`config.mk`:
```
export PLATFORM = sky130hd
export DESIGN_NAME = io_mmio_ctrl_flat
export DESIGN_NICKNAME = d
export VERILOG_FILES = /design/src/rtl/io_mmio_if.sv /design/src/rtl/io_mmio_ctrl.sv /design/src/flat_wrapper.sv
export SDC_FILE = /design/constraint.sdc
export NUM_CORES = 1
export LEC_CHECK = 0
export BUFFER_PORTS_ARGS = -buffer_cell sky130_fd_sc_hd__buf_2
export CORE_AREA = 2 2 121 76
export DETAILED_ROUTE_END_ITERATION = 7
export DIE_AREA = 0 0 123 78
export PLACE_DENSITY_LB_ADDON = 0.08
export SLEW_MARGIN = 10
export SYNTH_ARGS = -nofsm -noshare
export SYNTH_HDL_FRONTEND = slang
export SYNTH_SLANG_ARGS = --single-unit
```
`constraint.sdc`:
```
create_clock -name clk -period 2.2 [get_ports clk]
set_clock_uncertainty 0.1 [all_clocks]
set_input_delay 0.11 -clock clk [delete_from_list [all_inputs] [get_ports clk]]
set_output_delay 0.11 -clock clk [all_outputs]
set_load 0.05 [all_outputs]
```
`src/rtl/io_mmio_if.sv`:
```
// Stage-3 / UART bus bundle for the memory-mapped I/O controller.
// The master side is the environment (stage 3 plus the UART); the slave side is io_mmio_ctrl.
interface io_mmio_if #(
    parameter int unsigned CNT_W = 32
);
    // Stage-3 access
    logic [31:0]      addr;
    logic [31:0]      wdata;
    logic             io_valid;
    logic             is_load;
    logic             is_store;
    logic             instr_retire;

    // UART transmitter side
    logic [7:0]       uart_tx_data_in;
    logic             uart_tx_data_in_valid;
    logic             uart_tx_data_in_ready;

    // UART receiver side
    logic [7:0]       uart_rx_data_out;
    logic             uart_rx_data_out_valid;
    logic             uart_rx_data_out_ready;

    // Status and data returned to stage 3
    logic             uart_rx_valid;
    logic             uart_tx_ready;
    logic [7:0]       uart_rx_out;
    logic [CNT_W-1:0] cyc_counter;
    logic [CNT_W-1:0] instr_counter;

    modport master (
        output addr, wdata, io_valid, is_load, is_store, instr_retire,
        output uart_tx_data_in_ready, uart_rx_data_out, uart_rx_data_out_valid,
        input  uart_tx_data_in, uart_tx_data_in_valid, uart_rx_data_out_ready,
        input  uart_rx_valid, uart_tx_ready, uart_rx_out, cyc_counter, instr_counter
    );

    modport slave (
        input  addr, wdata, io_valid, is_load, is_store, instr_retire,
        input  uart_tx_data_in_ready, uart_rx_data_out, uart_rx_data_out_valid,
        output uart_tx_data_in, uart_tx_data_in_valid, uart_rx_data_out_ready,
        output uart_rx_valid, uart_tx_ready, uart_rx_out, cyc_counter, instr_counter
    );
endinterface

```
`src/rtl/io_mmio_ctrl.sv`:
```
// Memory-mapped I/O controller: cycle/instret counters, UART TX holding register, RX pop.
// IO region is addr[31:30] == 2'b10; registers are selected by addr[4:2].
module io_mmio_ctrl #(
    parameter int unsigned CNT_W = 32
) (
    input logic       clk,
    input logic       rst,
    io_mmio_if.slave  bus
);
    localparam logic [1:0] IO_REGION  = 2'b10;
    localparam logic [2:0] OFF_RX     = 3'd1;   // 0x80000004
    localparam logic [2:0] OFF_TX     = 3'd2;   // 0x80000008
    localparam logic [2:0] OFF_CLR    = 3'd6;   // 0x80000018

    typedef enum logic {
        TX_IDLE = 1'b0,
        TX_SEND = 1'b1
    } tx_state_t;

    tx_state_t        tx_state;
    logic [7:0]       tx_data;
    logic             tx_valid;
    logic             tx_free;
    logic [CNT_W-1:0] cyc_cnt;
    logic [CNT_W-1:0] instr_cnt;

    logic             in_io;
    logic             io_ld;
    logic             io_st;
    logic             st_tx;
    logic             st_clr;
    logic             ld_rx;
    logic             unused_bits;

    // Decode of the stage-3 access; anything outside the IO region is ignored
    assign in_io  = (bus.addr[31:30] == IO_REGION);
    assign io_ld  = bus.io_valid & bus.is_load  & in_io;
    assign io_st  = bus.io_valid & bus.is_store & in_io;
    assign st_tx  = io_st & (bus.addr[4:2] == OFF_TX);
    assign st_clr = io_st & (bus.addr[4:2] == OFF_CLR);
    assign ld_rx  = io_ld & (bus.addr[4:2] == OFF_RX);

    // Address bits and store-data bits that no register looks at
    assign unused_bits = ^{bus.addr[29:5], bus.addr[1:0], bus.wdata[31:8]};

    // Free-running counters; a clear store wins over the same-cycle increment
    always_ff @(posedge clk) begin
        if (rst) begin
            cyc_cnt   <= '0;
            instr_cnt <= '0;
        end else if (st_clr) begin
            cyc_cnt   <= '0;
            instr_cnt <= '0;
        end else begin
            cyc_cnt <= cyc_cnt + CNT_W'(1);
            if (bus.instr_retire) begin
                instr_cnt <= instr_cnt + CNT_W'(1);
            end
        end
    end

    // TX holding register FSM; stores arriving while a byte is pending are dropped
    always_ff @(posedge clk) begin
        if (rst) begin
            tx_state <= TX_IDLE;
            tx_data  <= 8'h00;
            tx_valid <= 1'b0;
            tx_free  <= 1'b1;
        end else begin
            case (tx_state)
                TX_IDLE: begin
                    if (st_tx) begin
                        tx_data  <= bus.wdata[7:0];
                        tx_valid <= 1'b1;
                        tx_free  <= 1'b0;
                        tx_state <= TX_SEND;
                    end
                end
                TX_SEND: begin
                    if (bus.uart_tx_data_in_ready) begin
                        tx_valid <= 1'b0;
                        tx_free  <= 1'b1;
                        tx_state <= TX_IDLE;
                    end
                end
                default: begin
                    tx_valid <= 1'b0;
                    tx_free  <= 1'b1;
                    tx_state <= TX_IDLE;
                end
            endcase
        end
    end

    // Outputs: TX side and counters from flops, RX side passed straight through
    assign bus.uart_tx_data_in        = tx_data;
    assign bus.uart_tx_data_in_valid  = tx_valid;
    assign bus.uart_tx_ready          = tx_free;
    assign bus.cyc_counter            = cyc_cnt;
    assign bus.instr_counter          = instr_cnt;
    assign bus.uart_rx_data_out_ready = ld_rx & bus.uart_rx_data_out_valid;
    assign bus.uart_rx_valid          = bus.uart_rx_data_out_valid;
    assign bus.uart_rx_out            = bus.uart_rx_data_out;
endmodule
```
`src/flat_wrapper.sv`:
```
// flat-port wrapper written by rule: the top's interface ports become plain ports
module io_mmio_ctrl_flat 
#(
    parameter int unsigned CNT_W = 32
)
  (clk, rst, bus_addr, bus_wdata, bus_io_valid, bus_is_load, bus_is_store, bus_instr_retire, bus_uart_tx_data_in_ready, bus_uart_rx_data_out, bus_uart_rx_data_out_valid, bus_uart_tx_data_in, bus_uart_tx_data_in_valid, bus_uart_rx_data_out_ready, bus_uart_rx_valid, bus_uart_tx_ready, bus_uart_rx_out, bus_cyc_counter, bus_instr_counter);
  io_mmio_if #(.CNT_W(CNT_W)) bus_i ();
  input logic clk;
  input logic rst;
  input wire logic [$bits(bus_i.addr)-1:0] bus_addr;
  input wire logic [$bits(bus_i.wdata)-1:0] bus_wdata;
  input wire logic [$bits(bus_i.io_valid)-1:0] bus_io_valid;
  input wire logic [$bits(bus_i.is_load)-1:0] bus_is_load;
  input wire logic [$bits(bus_i.is_store)-1:0] bus_is_store;
  input wire logic [$bits(bus_i.instr_retire)-1:0] bus_instr_retire;
  input wire logic [$bits(bus_i.uart_tx_data_in_ready)-1:0] bus_uart_tx_data_in_ready;
  input wire logic [$bits(bus_i.uart_rx_data_out)-1:0] bus_uart_rx_data_out;
  input wire logic [$bits(bus_i.uart_rx_data_out_valid)-1:0] bus_uart_rx_data_out_valid;
  output wire logic [$bits(bus_i.uart_tx_data_in)-1:0] bus_uart_tx_data_in;
  output wire logic [$bits(bus_i.uart_tx_data_in_valid)-1:0] bus_uart_tx_data_in_valid;
  output wire logic [$bits(bus_i.uart_rx_data_out_ready)-1:0] bus_uart_rx_data_out_ready;
  output wire logic [$bits(bus_i.uart_rx_valid)-1:0] bus_uart_rx_valid;
  output wire logic [$bits(bus_i.uart_tx_ready)-1:0] bus_uart_tx_ready;
  output wire logic [$bits(bus_i.uart_rx_out)-1:0] bus_uart_rx_out;
  output wire logic [$bits(bus_i.cyc_counter)-1:0] bus_cyc_counter;
  output wire logic [$bits(bus_i.instr_counter)-1:0] bus_instr_counter;
  assign bus_i.addr = bus_addr;
  assign bus_i.wdata = bus_wdata;
  assign bus_i.io_valid = bus_io_valid;
  assign bus_i.is_load = bus_is_load;
  assign bus_i.is_store = bus_is_store;
  assign bus_i.instr_retire = bus_instr_retire;
  assign bus_i.uart_tx_data_in_ready = bus_uart_tx_data_in_ready;
  assign bus_i.uart_rx_data_out = bus_uart_rx_data_out;
  assign bus_i.uart_rx_data_out_valid = bus_uart_rx_data_out_valid;
  assign bus_uart_tx_data_in = bus_i.uart_tx_data_in;
  assign bus_uart_tx_data_in_valid = bus_i.uart_tx_data_in_valid;
  assign bus_uart_rx_data_out_ready = bus_i.uart_rx_data_out_ready;
  assign bus_uart_rx_valid = bus_i.uart_rx_valid;
  assign bus_uart_tx_ready = bus_i.uart_tx_ready;
  assign bus_uart_rx_out = bus_i.uart_rx_out;
  assign bus_cyc_counter = bus_i.cyc_counter;
  assign bus_instr_counter = bus_i.instr_counter;
  io_mmio_ctrl #(.CNT_W(CNT_W)) u_core (.clk(clk), .rst(rst), .bus(bus_i));
endmodule
```
======== Yosys cells after proc, flatten, opt, wreduce, memory -nomap -nowiden ========
Cells that the tools add are included.
word-level totals
  register bits after elaboration ......... 75
  input port bits ......................... 80
operators by class
  $add $sub $neg .......................... 2
  equal/unequal tests ..................... 6
  multiplexer cells ....................... 9
  bitwise logic cells ..................... 9
  reduce and logical (&&, ||, !) cells .... 3
operators with widths
  kind                                                             count
  32-bit by 1-bit adder with 32-bit output, second input constant  2
  1-bit AND                                                        8
  1-bit 2-to-1 mux                                                 6
  1-bit one-hot mux with 2 select lines                            3
  2-bit AND reduction                                              2
  3-bit by 1-bit == test with 1-bit output, second input constant  1
  3-bit by 2-bit == test with 1-bit output, second input constant  1
  3-bit == test, second input constant                             1
  2-bit == test, second input constant                             1
  2-bit by 1-bit != test with 1-bit output, second input constant  1
  2-bit != test, second input constant                             1
  2-bit OR reduction                                               1
  1-bit inverter                                                   1

======== Longest topological paths before layout ========
  depth in word-level cells ............... 5
  gate-level depth with buffers ........... 7

======== Least setup slack after synthesis ========
Ideal clock, no wire load.
  kind .................................... reg2reg
  start ................................... register u_core.cyc_cnt[0] (netlist: u_core.bus.cyc_counter[0])
  end ..................................... register u_core.cyc_cnt[28] (netlist: u_core.bus.cyc_counter[28])
  arrival ................................. 2.382 ns
  slack ................................... -0.353 ns
  cell stages (with the launch flop) ...... 7
  path buffers ............................ 1
  period minus slack after synthesis ...... 2.553 ns
  path through ............................ dfxtp_1 -> ha_1 -> nand4_2 -> or3_1 -> buf_2 -> or4_1 -> a21oi_1
between the ends
  cells in the longest elaborated chain, start to end .. 1
RTL lines
  item                                      RTL line            RTL
  start, declared                           io_mmio_ctrl.sv:24  logic [CNT_W-1:0] cyc_cnt;
  start signal, assigned                    io_mmio_ctrl.sv:55  cyc_cnt <= cyc_cnt + CNT_W'(1);
  32-bit by 1-bit adder with 32-bit output  io_mmio_ctrl.sv:55
Every way passes these cells.
A chain may end at the register's enable or synchronous reset.

======== Worst setup path after layout ========
  start ................................... register u_core.cyc_cnt[0] (netlist: u_core.bus.cyc_counter[0])
  end ..................................... register u_core.cyc_cnt[23] (netlist: u_core.bus.cyc_counter[23])
The elaborated chain is that of the path after synthesis.

==> impl_results.md <==
- Post-synthesis sequential area ratio: 43.3%
- Syn_nets: 483
- Max-slew violations: 0
- Mux cell area share after synthesis: 2.60%
- Worst endpoint required time: 2.37 ns
- Yosys warns: 0
- Detail Placement HPWL: 6270 µm
- Largest family of logic cells by synthesized area: simple AND/OR/NAND/NOR gates
- CP endpoint kind: flip-flop
- CP peak stage delay: 0.48 ns
- Setup violators final: 0
- Share of cells above drive strength 1: 32.3%
- Crit Path Class: flip-flop to flip-flop
- Die Y-Extent: 78 µm
- Top-Level Pins: 164
- Worst hold path type: primary input to flip-flop
- Layout fillers: 750
- Final net count: 600
- Crit-path cells: and4_4 > or4b_1 > buf_4 > or4_1 > a21oi_1
- Total power density per cell area: 655 nW/µm²
- Grt total ovfl: 0
- Worst ir drop on vdd: 0.000432 V
- RePlAce Congestion: 0.778
- CP Launch Type: flip-flop
- Status: finished, final reports clean
- CP max FO: 19
- Largest net degree at the start of global routing: 22
- Antenna Nets Post-Route: 0
- Clock Tree Root: clkbuf_16
- Via density: 5.25
- Tmin final: 2.09 ns
- Synth cell types: 36
- Clk_lat worst skew: 0.34 ns
- H-tree depth: 3
- Die area: 9590 µm²
- Final period utilization: 95.0%
- Area of the mapped netlist: 3470 µm²
- Commonest non-fill, non-tap cell in the layout: buf_2
- Post-synthesis adder-cell area fraction: 0.722%
- Num CTS Buffers: 9
- DRT Pass-1 Iters: 4
- Critical path arrival: 2.26 ns
- Row count: 26
- Flop2flop setup slack: 0.11 ns
- First-pass GRT wire length: 14600 µm
- Unrepaired setup endpoints after global routing: false
- Initial core utilization: 41.3%
- Main flop type after synthesis: dfxtp_1
- Antenna diode count: 0
- Port Buffer Count: 96
- Drt drc: 0
- Post-synthesis xor/xnor area fraction: 5.56%
- Die width: 123 µm
- Max Cap Viol: 0
- Mapped Cells: 401
- Vias in the first global route: 2912
- CTS max path bufs: 2
- Fmax: 479 MHz
- Layout area overhead: 34.5%
- Core area: 8390 µm²
- CTS tree: yes
- Syn_area_per_cell: 8.65 µm²
- Commonest cells after routing, fill and taps aside: 96 x buf_2, 52 x dfxtp_1, 40 x a21oi_1
- Inst Count DP: 601
- Post-Synth Simple-Gate Area: 28.2%
- Total global-route track usage: 19.2%
- Compound-Gate Fraction of Synth Area: 13.8%
- LEAKAGE: 1.95 nW
- Setup_tns: 0 ns
- Layout Cells excl Fill: 635
- Initial antenna violation count: 0
- Number of synthesized flops with an enable pin: 0
- Initial DRC Count: 167
- Final Hold Vio Count: 0
- Slew @ Worst Pin: 0.611 ns
- Max stage delay cell, worst path: or4_1
- CTS sink count: 75
- Detailed Route WL: 8880 µm
- Post-DR wirelength/cell: 14.0 µm
- Pre-CTS setup slack: 0.0991 ns
- Max_slew headroom: 59.1%
- Clock transition at path regs: 0.06 ns
- FFs w/ async S/R, synth: 0%
- FF+latch count, synth: 75
- Final worst slack: 0.111 ns
- Via Count: 3335
cell type report:
class | instances | area [µm²] | share of cell area [%]
inverter | 11 | 41.3 | 0.885
tap | 112 | 140 | 3.00
clock buffer | 12 | 267 | 5.71
timing repair buffer | 136 | 838 | 18.0
clock inverter | 4 | 47.5 | 1.02
sequential | 75 | 1540 | 33.0
multi-input combinational | 285 | 1790 | 38.4
power by group:
part	switching, mW	leakage (nW)	internal [mW]
registers	0.0137	0.617	1.37
clock network	0.562	0.155	0.967
logic	0.0880	1.18	0.0558
total	0.664	1.95	2.39
Yosys cell counts (2+ instances only):
master / n / area (µm²)
nand4_2: 5 / 62.6
buf_4: 9 / 67.6
nand2b_1: 2 / 12.5
or3_1: 14 / 87.6
nand4_1: 11 / 68.8
nor3_1: 7 / 35.0
and4_1: 7 / 61.3
o21ai_0: 13 / 65.1
or4_1: 26 / 195
and3b_1: 2 / 17.5
buf_2: 4 / 20.0
mux2i_1: 9 / 90.1
a21oi_1: 40 / 200
and2_1: 4 / 25.0
nor2_1: 35 / 131
dfxtp_1: 75 / 1500
clkbuf_1: 15 / 56.3
xor2_1: 9 / 78.8
xnor2_1: 13 / 114
inv_1: 11 / 41.3
nand2_1: 27 / 101
ha_1: 2 / 25.0
nor4b_1: 2 / 17.5
nor4_1: 2 / 12.5
and3_1: 5 / 31.3
o31ai_1: 24 / 180
nand3_1: 19 / 95.1
logic make-up (layout without fill, tap and decap cells):
logic type      after synthesis  count (layout)
xor+xnor                     22              22
fa+ha+maj                     2               2
compound gates               81              81
buf+inv                      41             163
flops                        75              75
mux                           9               9
simple gates                171             171
per-stage QoR:
stage	util, %	hold slack (ns)	instance area (µm²)	total power [mW]
CTS	55.5	0.0352	4660	3.09
floorplan	-	0.0960	3520	1.53
global route	55.6	0.0445	4660	3.15
global placement	49.6	0.121	4160	1.54
detailed placement	49.6	0.121	4160	1.54
finish	55.6	0.0413	4660	3.06
worst paths after layout:
kind | cells after the start | to | startpoint
worst max-delay path | 5 | u_core.bus.cyc_counter[23] | u_core.bus.cyc_counter[0]
worst min-delay path | 3 | u_core.bus.instr_counter[0] | bus_instr_retire
worst max register to register | 5 | u_core.bus.cyc_counter[23] | u_core.bus.cyc_counter[0]
worst min register to register | 2 | u_core.bus.uart_tx_data_in_valid | u_core.bus.uart_tx_data_in_valid
critical path: cells and delay by family (launching register included):
kind,cells,cell delay [ns]
AO/OA/AOI/OAI,1,0.15
buffers and inverters,1,0.21
flip-flops,1,0.39
AND/OR/NAND/NOR,3,1.18
registers in the layout, summed over array words and instances (netlist names):
register,cells
u_core.bus.cyc_counter,32
u_core.bus.instr_counter,32
u_core.bus.uart_tx_data_in,8
u_core.bus.uart_tx_data_in_valid,1
u_core.bus.uart_tx_ready,1
u_core.tx_state,1
routing by layer:
layer  vias to the layer above  GRT usage, %  routed length (µm)
li1                       1689             -                   -
met1                      1546          28.8                4770
met3                        20          6.47                 534
met2                        80          25.2                3430
met4                         0          6.02                 148
met5                         -             0                   0
repair_timing:
item	in CTS	in global routing
setup endpoints to repair	0	3
gates resized for setup	0	2
setup buffers	0	0
hold endpoints to repair	10	0
hold buffers	18	0
Note: power is estimated with default switching activity, not from simulation.
